## src/rtl/exu_ir_skid_if.sv

```systemverilog
// IFU-to-EXU IR-stage handshake bundle: the IFU payload channel and the decoder-facing channel.
// The skid buffer attaches through the slave modport; the surrounding pipeline (or a bench) uses master.
interface exu_ir_skid_if #(
  parameter int PC_W    = 32,
  parameter int IR_W    = 32,
  parameter int RFIDX_W = 5
);
  logic               ifu_o_valid;
  logic               ifu_o_ready;
  logic [IR_W-1:0]    ifu_o_ir;
  logic [PC_W-1:0]    ifu_o_pc;
  logic               ifu_o_pc_vld;
  logic               ifu_o_misalgn;
  logic               ifu_o_buserr;
  logic [RFIDX_W-1:0] ifu_o_rs1idx;
  logic [RFIDX_W-1:0] ifu_o_rs2idx;
  logic               ifu_o_prdt_taken;
  logic               ifu_o_muldiv_b2b;

  logic               dec_i_valid;
  logic               dec_i_ready;
  logic [IR_W-1:0]    dec_i_ir;
  logic [PC_W-1:0]    dec_i_pc;
  logic               dec_i_pc_vld;
  logic               dec_i_misalgn;
  logic               dec_i_buserr;
  logic [RFIDX_W-1:0] dec_i_rs1idx;
  logic [RFIDX_W-1:0] dec_i_rs2idx;
  logic               dec_i_prdt_taken;
  logic               dec_i_muldiv_b2b;

  modport slave (
    input  ifu_o_valid, ifu_o_ir, ifu_o_pc, ifu_o_pc_vld, ifu_o_misalgn, ifu_o_buserr,
           ifu_o_rs1idx, ifu_o_rs2idx, ifu_o_prdt_taken, ifu_o_muldiv_b2b,
    output ifu_o_ready,
    output dec_i_valid, dec_i_ir, dec_i_pc, dec_i_pc_vld, dec_i_misalgn, dec_i_buserr,
           dec_i_rs1idx, dec_i_rs2idx, dec_i_prdt_taken, dec_i_muldiv_b2b,
    input  dec_i_ready
  );

  modport master (
    output ifu_o_valid, ifu_o_ir, ifu_o_pc, ifu_o_pc_vld, ifu_o_misalgn, ifu_o_buserr,
           ifu_o_rs1idx, ifu_o_rs2idx, ifu_o_prdt_taken, ifu_o_muldiv_b2b,
    input  ifu_o_ready,
    input  dec_i_valid, dec_i_ir, dec_i_pc, dec_i_pc_vld, dec_i_misalgn, dec_i_buserr,
           dec_i_rs1idx, dec_i_rs2idx, dec_i_prdt_taken, dec_i_muldiv_b2b,
    output dec_i_ready
  );
endinterface

```

## src/rtl/exu_ir_skid.sv

```systemverilog
// EXU-side IR-stage receiver: small registered FIFO between IFU and decoder, plus flush/halt handling.
// Optional per-entry even parity with sticky error flag when E203_IR_SKID_PARITY_EN is defined.
module exu_ir_skid #(
  parameter int PC_W    = 32,
  parameter int IR_W    = 32,
  parameter int RFIDX_W = 5,
  parameter int DEPTH   = 2
) (
  input  logic                         clk,
  input  logic                         rst,
  exu_ir_skid_if.slave                 bus,
  input  logic                         pipe_flush_req,
  output logic                         pipe_flush_ack,
  input  logic                         ifu_halt_req,
  output logic                         ifu_halt_ack,
  output logic [$clog2(DEPTH+1)-1:0]   occupancy
`ifdef E203_IR_SKID_PARITY_EN
  ,
  input  logic                         par_inject,
  output logic                         par_err
`endif
);

  localparam int PTR_W = $clog2(DEPTH);
  localparam int CNT_W = $clog2(DEPTH + 1);
  localparam int PAY_W = IR_W + PC_W + 2 * RFIDX_W + 5;

  typedef enum logic [1:0] {
    ST_RUN     = 2'd0,
    ST_HALTING = 2'd1,
    ST_HALTED  = 2'd2
  } state_e;

  function automatic logic even_par(input logic [PAY_W-1:0] d);
    return ^d;
  endfunction

  state_e             state_r;
  logic               rdy_en_r;
  logic               flush_ack_r;
  logic               halt_ack_r;
  logic [PTR_W-1:0]   wr_ptr_r;
  logic [PTR_W-1:0]   rd_ptr_r;
  logic [CNT_W-1:0]   cnt_r;
  logic [PAY_W-1:0]   mem_r [DEPTH];

  logic               full_s;
  logic               empty_s;
  logic               push_s;
  logic               pop_s;
  logic [PAY_W-1:0]   wr_pay_s;
  logic [PAY_W-1:0]   rd_pay_s;

  assign full_s  = (cnt_r == CNT_W'(DEPTH));
  assign empty_s = (cnt_r == {CNT_W{1'b0}});

  // rdy_en_r keeps ready low while reset is held and releases it on the first edge afterwards.
  assign bus.ifu_o_ready = rdy_en_r & ~full_s & ~pipe_flush_req & (state_r == ST_RUN);
  assign bus.dec_i_valid = ~empty_s & ~pipe_flush_req;

  assign push_s = bus.ifu_o_valid & bus.ifu_o_ready;
  assign pop_s  = bus.dec_i_valid & bus.dec_i_ready;

  assign wr_pay_s = {bus.ifu_o_ir, bus.ifu_o_pc, bus.ifu_o_pc_vld, bus.ifu_o_misalgn,
                     bus.ifu_o_buserr, bus.ifu_o_rs1idx, bus.ifu_o_rs2idx,
                     bus.ifu_o_prdt_taken, bus.ifu_o_muldiv_b2b};
  assign rd_pay_s = mem_r[rd_ptr_r];

  assign {bus.dec_i_ir, bus.dec_i_pc, bus.dec_i_pc_vld, bus.dec_i_misalgn,
          bus.dec_i_buserr, bus.dec_i_rs1idx, bus.dec_i_rs2idx,
          bus.dec_i_prdt_taken, bus.dec_i_muldiv_b2b} = rd_pay_s;

  assign occupancy      = cnt_r;
  assign pipe_flush_ack = flush_ack_r;
  assign ifu_halt_ack   = halt_ack_r;

  // FIFO storage, pointers, occupancy and flush acknowledge; flush overrides push and pop.
  always_ff @(posedge clk) begin
    if (rst) begin
      for (int i = 0; i < DEPTH; i++) begin
        mem_r[i] <= {PAY_W{1'b0}};
      end
      wr_ptr_r    <= {PTR_W{1'b0}};
      rd_ptr_r    <= {PTR_W{1'b0}};
      cnt_r       <= {CNT_W{1'b0}};
      flush_ack_r <= 1'b0;
      rdy_en_r    <= 1'b0;
    end else begin
      rdy_en_r    <= 1'b1;
      flush_ack_r <= pipe_flush_req;
      if (pipe_flush_req) begin
        wr_ptr_r <= {PTR_W{1'b0}};
        rd_ptr_r <= {PTR_W{1'b0}};
        cnt_r    <= {CNT_W{1'b0}};
      end else begin
        if (push_s) begin
          mem_r[wr_ptr_r] <= wr_pay_s;
          wr_ptr_r        <= wr_ptr_r + PTR_W'(1);
        end
        if (pop_s) begin
          rd_ptr_r <= rd_ptr_r + PTR_W'(1);
        end
        case ({push_s, pop_s})
          2'b10:   cnt_r <= cnt_r + CNT_W'(1);
          2'b01:   cnt_r <= cnt_r - CNT_W'(1);
          default: cnt_r <= cnt_r;
        endcase
      end
    end
  end

  // Halt FSM; the ack is registered alongside the state so it rises on entry to HALTED.
  always_ff @(posedge clk) begin
    if (rst) begin
      state_r    <= ST_RUN;
      halt_ack_r <= 1'b0;
    end else begin
      case (state_r)
        ST_RUN: begin
          halt_ack_r <= 1'b0;
          if (ifu_halt_req) begin
            state_r <= ST_HALTING;
          end
        end
        ST_HALTING: begin
          if (!ifu_halt_req) begin
            state_r    <= ST_RUN;
            halt_ack_r <= 1'b0;
          end else if (empty_s) begin
            state_r    <= ST_HALTED;
            halt_ack_r <= 1'b1;
          end else begin
            halt_ack_r <= 1'b0;
          end
        end
        ST_HALTED: begin
          if (!ifu_halt_req) begin
            state_r    <= ST_RUN;
            halt_ack_r <= 1'b0;
          end else begin
            halt_ack_r <= 1'b1;
          end
        end
        default: begin
          state_r    <= ST_RUN;
          halt_ack_r <= 1'b0;
        end
      endcase
    end
  end

`ifdef E203_IR_SKID_PARITY_EN
  logic par_mem_r [DEPTH];
  logic par_err_r;

  assign par_err = par_err_r;

  // Parity bit captured per entry at push; checked on pop into a sticky error flag.
  always_ff @(posedge clk) begin
    if (rst) begin
      for (int i = 0; i < DEPTH; i++) begin
        par_mem_r[i] <= 1'b0;
      end
      par_err_r <= 1'b0;
    end else begin
      if (push_s) begin
        par_mem_r[wr_ptr_r] <= even_par(wr_pay_s) ^ par_inject;
      end
      par_err_r <= par_err_r | (pop_s & (even_par(rd_pay_s) != par_mem_r[rd_ptr_r]));
    end
  end
`endif

endmodule

```

## src/flat_wrapper.sv

```systemverilog
// flat-port wrapper written by rule: the top's interface ports become plain ports
module exu_ir_skid_flat 
#(
  parameter int PC_W    = 32,
  parameter int IR_W    = 32,
  parameter int RFIDX_W = 5,
  parameter int DEPTH   = 2
)
  (clk, rst, pipe_flush_req, pipe_flush_ack, ifu_halt_req, ifu_halt_ack, occupancy, bus_ifu_o_valid, bus_ifu_o_ir, bus_ifu_o_pc, bus_ifu_o_pc_vld, bus_ifu_o_misalgn, bus_ifu_o_buserr, bus_ifu_o_rs1idx, bus_ifu_o_rs2idx, bus_ifu_o_prdt_taken, bus_ifu_o_muldiv_b2b, bus_ifu_o_ready, bus_dec_i_valid, bus_dec_i_ir, bus_dec_i_pc, bus_dec_i_pc_vld, bus_dec_i_misalgn, bus_dec_i_buserr, bus_dec_i_rs1idx, bus_dec_i_rs2idx, bus_dec_i_prdt_taken, bus_dec_i_muldiv_b2b, bus_dec_i_ready);
  exu_ir_skid_if #(.PC_W(PC_W), .IR_W(IR_W), .RFIDX_W(RFIDX_W)) bus_i ();
  input  logic clk;
  input  logic rst;
  input  logic pipe_flush_req;
  output logic pipe_flush_ack;
  input  logic ifu_halt_req;
  output logic ifu_halt_ack;
  output logic [$clog2(DEPTH+1)-1:0] occupancy;
  input wire logic [$bits(bus_i.ifu_o_valid)-1:0] bus_ifu_o_valid;
  input wire logic [$bits(bus_i.ifu_o_ir)-1:0] bus_ifu_o_ir;
  input wire logic [$bits(bus_i.ifu_o_pc)-1:0] bus_ifu_o_pc;
  input wire logic [$bits(bus_i.ifu_o_pc_vld)-1:0] bus_ifu_o_pc_vld;
  input wire logic [$bits(bus_i.ifu_o_misalgn)-1:0] bus_ifu_o_misalgn;
  input wire logic [$bits(bus_i.ifu_o_buserr)-1:0] bus_ifu_o_buserr;
  input wire logic [$bits(bus_i.ifu_o_rs1idx)-1:0] bus_ifu_o_rs1idx;
  input wire logic [$bits(bus_i.ifu_o_rs2idx)-1:0] bus_ifu_o_rs2idx;
  input wire logic [$bits(bus_i.ifu_o_prdt_taken)-1:0] bus_ifu_o_prdt_taken;
  input wire logic [$bits(bus_i.ifu_o_muldiv_b2b)-1:0] bus_ifu_o_muldiv_b2b;
  output wire logic [$bits(bus_i.ifu_o_ready)-1:0] bus_ifu_o_ready;
  output wire logic [$bits(bus_i.dec_i_valid)-1:0] bus_dec_i_valid;
  output wire logic [$bits(bus_i.dec_i_ir)-1:0] bus_dec_i_ir;
  output wire logic [$bits(bus_i.dec_i_pc)-1:0] bus_dec_i_pc;
  output wire logic [$bits(bus_i.dec_i_pc_vld)-1:0] bus_dec_i_pc_vld;
  output wire logic [$bits(bus_i.dec_i_misalgn)-1:0] bus_dec_i_misalgn;
  output wire logic [$bits(bus_i.dec_i_buserr)-1:0] bus_dec_i_buserr;
  output wire logic [$bits(bus_i.dec_i_rs1idx)-1:0] bus_dec_i_rs1idx;
  output wire logic [$bits(bus_i.dec_i_rs2idx)-1:0] bus_dec_i_rs2idx;
  output wire logic [$bits(bus_i.dec_i_prdt_taken)-1:0] bus_dec_i_prdt_taken;
  output wire logic [$bits(bus_i.dec_i_muldiv_b2b)-1:0] bus_dec_i_muldiv_b2b;
  input wire logic [$bits(bus_i.dec_i_ready)-1:0] bus_dec_i_ready;
  assign bus_i.ifu_o_valid = bus_ifu_o_valid;
  assign bus_i.ifu_o_ir = bus_ifu_o_ir;
  assign bus_i.ifu_o_pc = bus_ifu_o_pc;
  assign bus_i.ifu_o_pc_vld = bus_ifu_o_pc_vld;
  assign bus_i.ifu_o_misalgn = bus_ifu_o_misalgn;
  assign bus_i.ifu_o_buserr = bus_ifu_o_buserr;
  assign bus_i.ifu_o_rs1idx = bus_ifu_o_rs1idx;
  assign bus_i.ifu_o_rs2idx = bus_ifu_o_rs2idx;
  assign bus_i.ifu_o_prdt_taken = bus_ifu_o_prdt_taken;
  assign bus_i.ifu_o_muldiv_b2b = bus_ifu_o_muldiv_b2b;
  assign bus_ifu_o_ready = bus_i.ifu_o_ready;
  assign bus_dec_i_valid = bus_i.dec_i_valid;
  assign bus_dec_i_ir = bus_i.dec_i_ir;
  assign bus_dec_i_pc = bus_i.dec_i_pc;
  assign bus_dec_i_pc_vld = bus_i.dec_i_pc_vld;
  assign bus_dec_i_misalgn = bus_i.dec_i_misalgn;
  assign bus_dec_i_buserr = bus_i.dec_i_buserr;
  assign bus_dec_i_rs1idx = bus_i.dec_i_rs1idx;
  assign bus_dec_i_rs2idx = bus_i.dec_i_rs2idx;
  assign bus_dec_i_prdt_taken = bus_i.dec_i_prdt_taken;
  assign bus_dec_i_muldiv_b2b = bus_i.dec_i_muldiv_b2b;
  assign bus_i.dec_i_ready = bus_dec_i_ready;
  exu_ir_skid #(.PC_W(PC_W), .IR_W(IR_W), .RFIDX_W(RFIDX_W), .DEPTH(DEPTH)) u_core (.clk(clk), .rst(rst), .bus(bus_i), .pipe_flush_req(pipe_flush_req), .pipe_flush_ack(pipe_flush_ack), .ifu_halt_req(ifu_halt_req), .ifu_halt_ack(ifu_halt_ack), .occupancy(occupancy));
endmodule
```

## config.mk

```make
export PLATFORM = sky130hd
export DESIGN_NAME = exu_ir_skid_flat
export DESIGN_NICKNAME = d
export VERILOG_FILES = /design/src/rtl/exu_ir_skid_if.sv /design/src/rtl/exu_ir_skid.sv /design/src/flat_wrapper.sv
export SDC_FILE = /design/constraint.sdc
export NUM_CORES = 1
export LEC_CHECK = 0
export ABC_AREA = 1
export CAP_MARGIN = 40
export CORE_UTILIZATION = 31
export CTS_CLUSTER_DIAMETER = 120
export DETAILED_ROUTE_END_ITERATION = 12
export PLACE_DENSITY_LB_ADDON = 0.2
export SYNTH_ARGS = -nofsm -noshare
export SYNTH_HDL_FRONTEND = slang
export SYNTH_SLANG_ARGS = --single-unit
```

## constraint.sdc

```tcl
create_clock -name clk -period 6.5 [get_ports clk]
set_clock_uncertainty 0.05 [all_clocks]
set_input_delay 1.3 -clock clk [delete_from_list [all_inputs] [get_ports clk]]
set_output_delay 1.3 -clock clk [all_outputs]
set_load 0.02 [all_outputs]
```

# Word level (Yosys, flattened, before mapping)
# Memory sizes are Yosys's and may differ from the RTL's. A register that Yosys moved wholly into a read port is not among the register bits.
# Cells that the tools add are included.
classes:
  n_addsub: 4
  n_eq_ne: 8
  n_mux: 22
  bitwise: 9
  n_reduce_logical: 6
ops:
  columns: ["cell", "n"]
  rows:
  - ["79-bit two-way mux", 1]
  - ["79-bit OR reduction", 1]
  - ["1-bit two-way mux", 14]
  - ["2-bit two-way mux", 4]
  - ["1-bit AND", 6]
  - ["2-bit equality test, second input constant", 3]
  - ["2-bit one-hot mux with 3 select lines", 1]
  - ["2-bit by 1-bit equality test with 1-bit output, second input constant", 2]
  - ["2-bit zero test", 2]
  - ["2-bit inequality test, second input constant", 2]
  - ["2-bit one-hot mux with 2 select lines", 1]
  - ["3-bit by 2-bit inequality test with 1-bit output, second input constant", 1]
  - ["1-bit inverter", 3]
  - ["3-bit AND reduction", 1]
  - ["1-bit adder, second input constant", 2]
  - ["2-bit by 1-bit adder with 2-bit output, second input constant", 1]
  - ["1-bit one-hot mux with 2 select lines", 1]
  - ["2-bit nonzero test", 1]
  - ["2-bit OR reduction", 1]
  - ["2-bit by 1-bit subtractor with 2-bit output, second input constant", 1]
totals:
  reg_bits: 9
  ram_bits: 158
  in_bits: 85
  output_inout_bits: 85
  word_cells: 57
  n_memories: 1
memory_table:
  columns: ["name", "words", "width", "rd", "rd_ports_with_merged_regs", "write_ports", "line", "source"]
  rows:
  - ["u_core.mem_r", 2, 79, 1, 1, 2, "exu_ir_skid.sv:45", "logic [PAY_W-1:0] mem_r [DEPTH];"]

# Longest topological paths before layout
# Gate-level depths: netlist of the first run.
logic_depth:
  ltp_word: 12
  depth_mapped: 10
  mapped_depth_nobuf: 10

# Least setup slack after synthesis of the first run
# OpenSTA, ideal clock, no wires.
synth_path:
  kind: "input -> register"
  start: "input pipe_flush_req"
  end: "memory u_core.mem_r[1][0] (netlist name) (enable)"
  setup_ns: 0.440
  arrival_ns: 3.668
  t_required_ns: 6.010
  slack_ns: 2.342
  stages: 6
  path_buffers: 1
  cell_sequence: "nor2_2 -> nand3_4 -> nor2_1 -> nand2_2 -> buf_6 -> nand2_1"
synth_lines:
  columns: ["item", "line", "source"]
  rows:
  - ["from (decl)", "flat_wrapper.sv:13", "input logic pipe_flush_req;"]
  - ["to (decl)", "exu_ir_skid.sv:45", null]

# Worst setup path in the final report of the first run
layout_path:
  start: "input pipe_flush_req"
  end: "output bus_ifu_o_ready"
layout_between:
  elab_chain_cells: 3
layout_lines:
  columns: ["item", "line", "source"]
  rows:
  - ["1-bit inverter", "exu_ir_skid.sv:58", "assign bus.ifu_o_ready = rdy_en_r & ~full_s & ~pipe_flush_req & (state_r == ST_RUN);"]
  - ["1-bit AND (2 in a row)", "exu_ir_skid.sv:58", null]
  - ["to (decl)", "flat_wrapper.sv:28", "output wire logic [$bits(bus_i.ifu_o_ready)-1:0] bus_ifu_o_ready;"]
# No other way between the ends.

==> flow_metrics.tcl, run 1 <==
set metrics [dict create \
    pwr-share-clk_pct 40.5 \
    synth_fp_nets 672 \
    cts_made_buffers 17 \
    numClockSinks 168 \
    clockRootBuffer "clkbuf_16" \
    htreeDepth 4 \
    p_per_area_mw_per_mm2 253.8 \
    reg2reg_from "u_core.state_r[0]$_SDFFE_PP0P_" \
    hold_buffers 0 \
    placementRows 55 \
    regToRegEndpoint "u_core.mem_r[1][17]$_SDFFCE_PN0P_" \
    vias 4579 \
    syn_inst 582 \
    area_growth_pct 35.74 \
    switching_share_pct 22.17 \
    ir_drop_mv 0.1492 \
    cts_setup_buffers 0 \
    critical_path_class "in2out" \
    final_hold_viol_count 0 \
    fillers 2155 \
    cts.path.max_buffers 2 \
    grt_usage_pct 13.01 \
    grt_antenna_before_repair 1 \
    wl_per_cell_um 14.02 \
    chipHeight_um 156.0 \
    end_kind "output pin" \
    min_period_ns 4.095 \
    syn_area_mm2 0.007348 \
    totalWireLength_mm 15.09 \
    yosysSeqAreaShare_pct 67.29 \
    worstSkewPairLatency_ns 0.42 \
    place_inst 1044 \
    stdcell_count 1076 \
    grt-ovfl-total 0 \
    multiInputGateArea_mm2 0.001888 \
    status "completed" \
    power.switching_w 0.0005612 \
    seqPwrFrac_pct 49.1 \
    max_cap_viol_count 0 \
    final_util_pct 43.53 \
    hp-class "reg2reg" \
    die_x_um 156.0 \
    synth.distinct_cells 24 \
    relSlewSlack_pct 47.41 \
    io_pins 170 \
    critPathMaxStageDelay_ns 0.60 \
    antenna_cells 0 \
    seq_area_mm2 0.004949 \
    hpwl_mm 9.559 \
    worstSetupEndpoint "bus_ifu_o_ready" \
    globalplace.congestion 0.7867 \
    detail_route.iter0.violations 186 \
    ys_ff_latch 168 \
    p_int_w 0.001971 \
    path_max_fanout 4 \
    grt_pass1_vias 4723 \
    slew_violations 0 \
    worstPathArrival_ns 2.75 \
    crit_start "pipe_flush_req" \
    antenna_left 0 \
    layout-drive-gt1-share_pct 17.56 \
    nets 840 \
    drc 0 \
    core-area_mm2 0.02292 \
    setup_viol 0 \
    combPwrFrac_pct 10.4 \
    timing.setup.tns_ns 0 \
    worst_setup_path_start_kind "primary input" \
    dieArea_mm2 0.02432 \
    grt_max_degree 58 \
    r2r_slack_ns 3.67 \
    cts_tree "yes" \
    path_clk_slew_ns 0.06 \
    r2r_cells 10 \
    path_cells "clkdlybuf4s50_1 -> nor2_2 -> and2_1 -> clkdlybuf4s50_1" \
    cp.required_ns 5.15 \
    fmaxAchievable_mhz 244.2 \
    via_per_inst 4.256 \
    cts_resized 0 \
    yosysWarnings 0 \
    first_pass_iters 4 \
    crit_top_cell "clkdlybuf4s50_1" \
    finalCritPeriodShare_pct 63.00 \
    grt_pass1_wl_mm 23.72 \
    worst_slew_pin_slew_ns 0.7889 \
    p_total_w 0.002532 \
    grt_setup_unrepaired "no" \
    syn_avg_cell_area_um2 12.63 \
    portBuffers 169 \
    start_util_pct 32.07 \
    slowest_stage "clkdlybuf4s50_1" \
    leakagePower_nw 4.022 \
]
-- power by group through the flow --
stage	clock [W]	sequential (W)	combinational (W)
finish	0.00103	0.00124	0.000264
global route	0.00110	0.00125	0.000285
CTS	0.00105	0.00124	0.000269
detailed placement	0	0.00127	0.000267
global placement	0	0.00127	0.000264
floorplan	0	0.00127	0.000126
-- layout make-up --
class	instances	area share (%)
multi-input combinational	294	18.93
clock inverter	13	1.681
timing repair buffer	174	17.94
tap	313	3.926
inverter	95	3.575
clock buffer	19	4.340
sequential	168	49.61
-- cells in the final DEF (no fill, tap or decap), types with 2 or more instances in the layout --
master / n
ha_1: 5
inv_1: 93
clkdlybuf4s50_1: 169
clkinvlp_4: 3
buf_4: 2
dfxtp_1: 9
clkbuf_1: 2
nor2_2: 2
nor2_1: 162
mux2_2: 79
bufinv_16: 3
nand2_1: 18
inv_6: 3
edfxtp_1: 158
nand2_4: 4
a21oi_1: 4
clkinv_1: 2
nand4_1: 2
buf_16: 3
clkbuf_16: 17
o21ai_0: 2
nor2_4: 10
-- per-layer routing --
layer | global-route usage [%] | vias up | wire length, µm
li1 | - | 2236 | -
met1 | 15.63 | 2211 | 6613
met2 | 21.90 | 121 | 7495
met3 | 4.139 | 9 | 832
met4 | 4.482 | 2 | 131
met5 | 0 | - | 12
-- cells in the mapped netlist, drive strengths merged --
master  number  area, µm²
mux2        79      889.6
o21ai        2      10.01
nand4        2      12.51
clkinv       1      3.750
a31oi        1      6.260
dfxtp       10      200.2
nor2       174      733.2
and2         1      6.260
inv         94      352.8
nand3        2      22.52
buf         25      183.9
nand2       23      93.84
or2          1      6.260
a21oi        4      20.02
ha           5      62.56
edfxtp     158       4745
-- worst min path at each step --
stage	startpoint	endpoint	slack, ns	cells after the start
6_report	u_core.state_r[1]$_SDFFE_PP0P_	u_core.state_r[1]$_SDFFE_PP0P_	0.45	2
5_1_grt	u_core.state_r[1]$_SDFFE_PP0P_	u_core.state_r[1]$_SDFFE_PP0P_	0.47	2
4_1_cts	u_core.state_r[1]$_SDFFE_PP0P_	u_core.state_r[1]$_SDFFE_PP0P_	0.44	2
3_5_place_dp	u_core.state_r[1]$_SDFFE_PP0P_	u_core.state_r[1]$_SDFFE_PP0P_	0.43	2
3_3_place_gp	u_core.wr_ptr_r$_SDFFE_PP0P_	u_core.wr_ptr_r$_SDFFE_PP0P_	0.42	2
2_1_floorplan	u_core.state_r[1]$_SDFFE_PP0P_	u_core.state_r[1]$_SDFFE_PP0P_	0.40	2
-- logic make-up (layout without fill, tap and decap cells) --
logic type	after synthesis	after routing	share of synthesized area, %
fa+ha+maj	5	5	0.8514
simple gates	203	203	11.90
buf+inv	120	301	7.355
mux	79	79	12.11
compound gates	7	7	0.4939
flops	168	168	67.29
-- stage by stage --
stage,cell area (µm²),hold slack [ns],worst slack [ns]
after global placement,9291,0.4222,1.903
after detailed placement,9374,0.4317,2.415
after CTS,9975,0.4416,2.402
final,9975,0.4471,2.405
after global routing,9975,0.4737,2.335
after floorplan,7348,0.3995,2.342
-- flip-flops by register name, indices dropped and copies added, names as in the netlist, named ones only --
register,flops
u_core.ifu_halt_ack,1
u_core.occupancy,2
u_core.state_r,2
u_core.wr_ptr_r,1
u_core.rd_ptr_r,1
u_core.rdy_en_r,1
u_core.mem_r,158
u_core.pipe_flush_ack,1
-- worst max-delay path, delay by kind of cell --
family	cells	cell delay, ns
simple gates	2	0.36
buf+inv	2	1.07
(Power assumes the default switching activity.)
==> run 2: changes to the inputs <==
- clock period: 6.5 -> 3.3 ns (I/O delays scaled with it)
==> run 2 against run 1 <==
- hold slack is essentially flat
- count of clock-buffer cells in the layout fell by 1
- via count rose by 0.72%
- clock power is 87% higher
- die area stayed put
- utilization up 0.066 points
- final cell count is 0.56% higher
- combinational power increased by 100%
- sequential share of layout area down 0.075 points
- non-clock buffer count grew 6
- register-to-register slack got worse by 2.6 ns
- critical endpoint is now bus_dec_i_ir[26]
- largest power group unchanged
==> flow_metrics.tcl, run 2 (synthesis gave the netlist of run 1 again) <==
set metrics [dict create \
    layout-drive-gt1-share_pct 18.47 \
    leakagePower_nw 4.040 \
    final_cell_mix "169 x clkdlybuf4s50_1, 162 x nor2_1, 158 x edfxtp_1" \
    numClockSinks 168 \
    finalCritPeriodShare_pct 90.50 \
    largest_register "u_core.mem_r" \
    path_clk_slew_ns 0.07 \
    p_per_area_mw_per_mm2 491.4 \
    antenna_cells 0 \
    core-area_mm2 0.02292 \
    worst-path-buf-inv 2 \
    min_period_ns 2.987 \
    relSlewSlack_pct 56.56 \
    area_growth_pct 35.94 \
    max_cap_viol_count 0 \
    detail_route.iter0.violations 191 \
    cp.required_ns 2.59 \
    cts_setup_buffers 0 \
    holdWs_ns 0.4472 \
    grt_max_degree 55 \
    htreeDepth 4 \
    hold_buffers 0 \
    final_common_cell "clkdlybuf4s50_1" \
    die_x_um 156.0 \
    grt_setup_unrepaired "no" \
    placementRows 55 \
    antenna_left 0 \
    clockRootBuffer "clkbuf_16" \
    grt-ovfl-total 0 \
    worstPathArrival_ns 2.28 \
    cts_tree "yes" \
    path_cells "buf_4 -> mux2_2 -> clkdlybuf4s50_1" \
    cts_made_buffers 17 \
    grt_antenna_before_repair 0 \
    wl_per_cell_um 14.72 \
    cts_resized 0 \
    globalplace.congestion 0.7413 \
    grt_use_met2_pct 23.38 \
    grt_pass1_vias 4917 \
    slowest_stage "dfxtp_4" \
    final_hold_viol_count 0 \
    first_pass_iters 4 \
    r2r_slack_ns 1.11 \
    setup_viol 0 \
    nets 846 \
    hpwl_mm 10.05 \
    status "completed" \
    largest_register_ffs 158 \
    dieArea_mm2 0.02432 \
    path_max_fanout 26 \
    critPathMaxStageDelay_ns 0.61 \
    drc 0 \
    portBuffers 169 \
    start_util_pct 32.07 \
    vias 4612 \
    fillers 2121 \
    worstSkewPairLatency_ns 0.42 \
    grt_pass1_wl_mm 24.75 \
    end_kind "output pin" \
    timing.setup.tns_ns 0 \
    totalWireLength_mm 15.93 \
    slew_violations 0 \
    via_per_inst 4.262 \
    met3_usage_pct 3.111 \
    hp-class "reg2reg" \
    chipHeight_um 156.0 \
    grt_busiest_layer "met2" \
    fmaxAchievable_mhz 334.8 \
    worst_setup_path_start_kind "register" \
    crit_family "buffers and inverters" \
    met1_usage_pct 16.49 \
    worst_slew_pin_slew_ns 0.6517 \
    critical_path_class "reg2out" \
    grt_usage_pct 13.58 \
    io_pins 170 \
    cts.path.max_buffers 2 \
    ir_drop_mv 0.3187 \
]
## run 2: path summary, 6_finish.rpt
kind                                       start                                end  cells past startpoint
setup reg to reg  u_core.state_r[0]$_SDFFE_PP0P_  u_core.mem_r[1][18]$_SDFFCE_PN0P_                      9
hold reg to reg     u_core.wr_ptr_r$_SDFFE_PP0P_       u_core.wr_ptr_r$_SDFFE_PP0P_                      2
hold / removal      u_core.wr_ptr_r$_SDFFE_PP0P_       u_core.wr_ptr_r$_SDFFE_PP0P_                      2
setup / recovery                        register                   bus_dec_i_ir[26]                      3
## run 2: layer usage
| metal | share of wire (%) | vias up |
|---|---|---|
| li1 | - | 2254 |
| met1 | 45 | 2230 |
| met2 | 50 | 113 |
| met3 | 4.0 | 15 |
| met4 | 1.1 | 0 |
| met5 | 0 | - |
## run 2: area by class of cell
cell class / count / area (µm²) / share of cell area (%)
flip-flops and latches: 168 / 4949 / 49.54
multi-input cells: 294 / 1888 / 18.90
repair buffers: 180 / 1837 / 18.39
clock buffers: 18 / 429.2 / 4.296
well taps: 313 / 391.6 / 3.920
inverters: 95 / 356.6 / 3.570
clock inverters: 14 / 138.9 / 1.390
## run 2: stage by stage
stage	util (%)	power [W]	std cells	instance area, µm²	setup WS (ns)
2_1_floorplan	-	0.002743	582	7351	0.1701
3_3_place_gp	41.11	0.003019	1050	9422	0.4932
3_5_place_dp	41.11	0.003027	1050	9422	0.4831
4_1_cts	43.59	0.004974	1082	9990	0.2509
5_1_grt	43.59	0.005094	1082	9990	0.2040
6_report	43.59	0.004909	1082	9990	0.3134
## run 2: power breakdown
group          switching (W)  internal [W]
registers          0.0000238       0.00242
clock network       0.000874       0.00106
logic               0.000266      0.000261
## run 2: worst register-to-register path, delay by kind of cell (launching register included)
kind	cells	cell delay [ns]
fa+ha+maj	1	0.19
buf+inv	2	0.51
flops	1	0.33
simple gates	6	0.71
==> run 3: changes to the inputs <==
- ABC_AREA: 1 -> default
==> run 3 against run 2 <==
- highest routed layer unchanged
- critical path depth unchanged
- clock power increased by 7%
- final cell count decreased by 10%
- fmax increased by 2.6%
- utilization increased by 0.21 points
- synthesized cell count decreased by 18%
- global-route usage decreased by 0.48 points
- largest power group unchanged
- non-clock buffer count decreased by 5
- die area decreased by 0.72%
- hold slack improved by 0.014 ns
==> flow_metrics.tcl, run 3 <==
set metrics [dict create \
    antenna_cells 0 \
    end_kind "output pin" \
    io_pins 170 \
    dieArea_mm2 0.02415 \
    final_hold_viol_count 0 \
    vias 4267 \
    largest_register_ffs 158 \
    r2r_cells 8 \
    placementRows 55 \
    grt_max_degree 80 \
    largest_register "u_core.mem_r" \
    max_cap_viol_count 0 \
    setup_viol 0 \
    synth-edff-count 158 \
    final_util_pct 43.81 \
    synth.distinct_cells 30 \
    syn_inst 480 \
    htreeDepth 4 \
    r2r_slack_ns 1.10 \
    wl_per_cell_um 16.05 \
    hp-class "reg2reg" \
    core-area_mm2 0.02285 \
    clockRootBuffer "clkbuf_16" \
    numClockSinks 168 \
    die_x_um 155.4 \
    chipHeight_um 155.4 \
    yosysTopAreaCellShare_pct 65.04 \
    reg2reg_from "u_core.state_r[1]$_SDFFE_PP0P_" \
    syn_avg_cell_area_um2 15.20 \
    path_max_fanout 79 \
    cts_made_buffers 17 \
    critical_path_class "reg2out" \
    grt_usage_pct 13.10 \
    yosysSeqAreaShare_pct 67.79 \
    p_per_area_mw_per_mm2 506.8 \
    ir_drop_mv 0.2563 \
    leakagePower_nw 3.650 \
    synth.most_common_cell "and2_1" \
    final_cell_mix "169 x clkdlybuf4s50_1, 159 x and2_1, 158 x edfxtp_1" \
    hpwl_mm 9.260 \
    holdPathEnd "u_core.state_r[0]$_SDFFE_PP0P_" \
    first_pass_iters 6 \
    ys_ff_latch 168 \
    status "completed" \
    grt_antenna_before_repair 0 \
    min-delay-start "u_core.state_r[0]$_SDFFE_PP0P_" \
    synth_top_area_cell "edfxtp_1" \
    cp.required_ns 2.59 \
    start_util_pct 31.93 \
    worstHoldPathCells 2 \
    totalWireLength_mm 15.60 \
    worst_setup_path_start_kind "register" \
    grt_pass1_wl_mm 23.96 \
    path_clk_slew_ns 0.06 \
    cts_resized 0 \
    area_growth_pct 37.20 \
    place_ws_ns 0.5056 \
    drc 0 \
    yosys-top-cells-count "159 x and2_1, 158 x edfxtp_1, 79 x mux2_2, 19 x clkbuf_1, 10 x dfxtp_1" \
    regToRegEndpoint "u_core.occupancy[1]$_SDFFE_PP0P_" \
    timing.setup.tns_ns 0 \
    fillers 2121 \
    relSlewSlack_pct 63.96 \
    nets 737 \
    min_period_ns 2.911 \
    synth_fp_nets 570 \
    worst_slew_pin_slew_ns 0.5389 \
    fmaxAchievable_mhz 343.5 \
    synth_area_leaders "edfxtp_1 65%, and2_1 14%, mux2_2 12%" \
    slew_violations 0 \
    via_per_inst 4.390 \
    detail_route.iter0.violations 239 \
    cts.path.max_buffers 2 \
    antenna_left 0 \
    ys_dominant_reg_cell "edfxtp_1" \
    layout-drive-gt1-share_pct 18.21 \
    final_common_cell "clkdlybuf4s50_1" \
    globalplace.congestion 0.7191 \
    worstSkewPairLatency_ns 0.41 \
    grt_pass1_vias 4357 \
    hold_buffers 0 \
    grt_setup_unrepaired "no" \
    syn_area_mm2 0.007294 \
    setup_ws_ns 0.3886 \
    cts_setup_buffers 0 \
    grt-ovfl-total 0 \
    async_flop_share_pct 0 \
    yosysWarnings 0 \
    finalCritPeriodShare_pct 88.23 \
    worstPathArrival_ns 2.20 \
    portBuffers 169 \
    cts_tree "yes" \
]
[run 3: cell types whose count changed after synthesis, sizes merged, moves of 3 or more]
| cell | before | now |
|---|---|---|
| buf | 25 | 8 |
| a21oi | 4 | 1 |
| nor2 | 174 | 6 |
| clkbuf | 0 | 19 |
| nor3 | 0 | 5 |
| nand2 | 23 | 5 |
| and2 | 1 | 159 |
| inv | 94 | 5 |
[run 3: power breakdown]
| part | leakage [nW] | total [W] | switching (W) | internal (W) |
|---|---|---|---|---|
| Clock | 0.295 | 0.00207 | 0.000810 | 0.00126 |
| Sequential | 1.72 | 0.00246 | 0.0000274 | 0.00243 |
| Combinational | 1.63 | 0.000540 | 0.000259 | 0.000281 |
[run 3: metrics by stage]
step / hold WS (ns) / power, W / cells / area, µm²
6_report: 0.4614 / 0.005072 / 972 / 10010
5_1_grt: 0.4952 / 0.005246 / 972 / 10010
4_1_cts: 0.4563 / 0.005133 / 972 / 10010
3_5_place_dp: 0.4458 / 0.003054 / 941 / 9399
3_3_place_gp: 0.4166 / 0.003044 / 941 / 9399
2_1_floorplan: 0.4053 / 0.002749 / 480 / 7307
[run 3: how the worst max path moves through the flow]
stage	from	endpoint	slack, ns	cells after the start
after floorplan	pipe_flush_req	u_core.mem_r[0][0]$_SDFFCE_PN0P_	0.25	5
after global placement	pipe_flush_req	bus_ifu_o_ready	0.52	3
after detailed placement	pipe_flush_req	u_core.occupancy[1]$_SDFFE_PP0P_	0.51	7
after CTS	register	bus_dec_i_buserr	0.38	3
after global routing	register	bus_dec_i_buserr	0.33	3
final	register	bus_dec_i_buserr	0.39	3
[run 3: cell type report]
| cell class | instances | area, µm² | area share [%] |
|---|---|---|---|
| Sequential cell | 168 | 4949 | 49.44 |
| Multi-Input combinational cell | 280 | 2228 | 22.27 |
| Timing Repair Buffer | 175 | 1812 | 18.10 |
| Clock buffer | 18 | 429.2 | 4.288 |
| Tap cell | 313 | 391.6 | 3.913 |
| Clock inverter | 13 | 180.2 | 1.800 |
| Inverter | 5 | 18.77 | 0.1875 |
[run 3: cell families after synthesis]
group,share of synthesized area [%]
compound gates,0.8749
xor+xnor,0.3603
fa+ha+maj,0.8576
buf+inv,1.921
flops,67.79
mux,12.33
simple gates,15.87
[run 3: metal layers]
metal / vias to the layer above / track usage [%] / share of wire [%]
li1: 2029 / - / -
met1: 2101 / 17.84 / 46
met2: 129 / 19.86 / 46
met3: 8 / 4.429 / 7.3
met4: 0 / 3.501 / 0.60
met5: - / 0 / 0
[run 3: worst max-delay path, stage by stage, from the launching register on]
cell	delay, ns
dfxtp_4	0.35
buf_12	0.32
mux2_2	0.41
clkdlybuf4s50_1	0.58
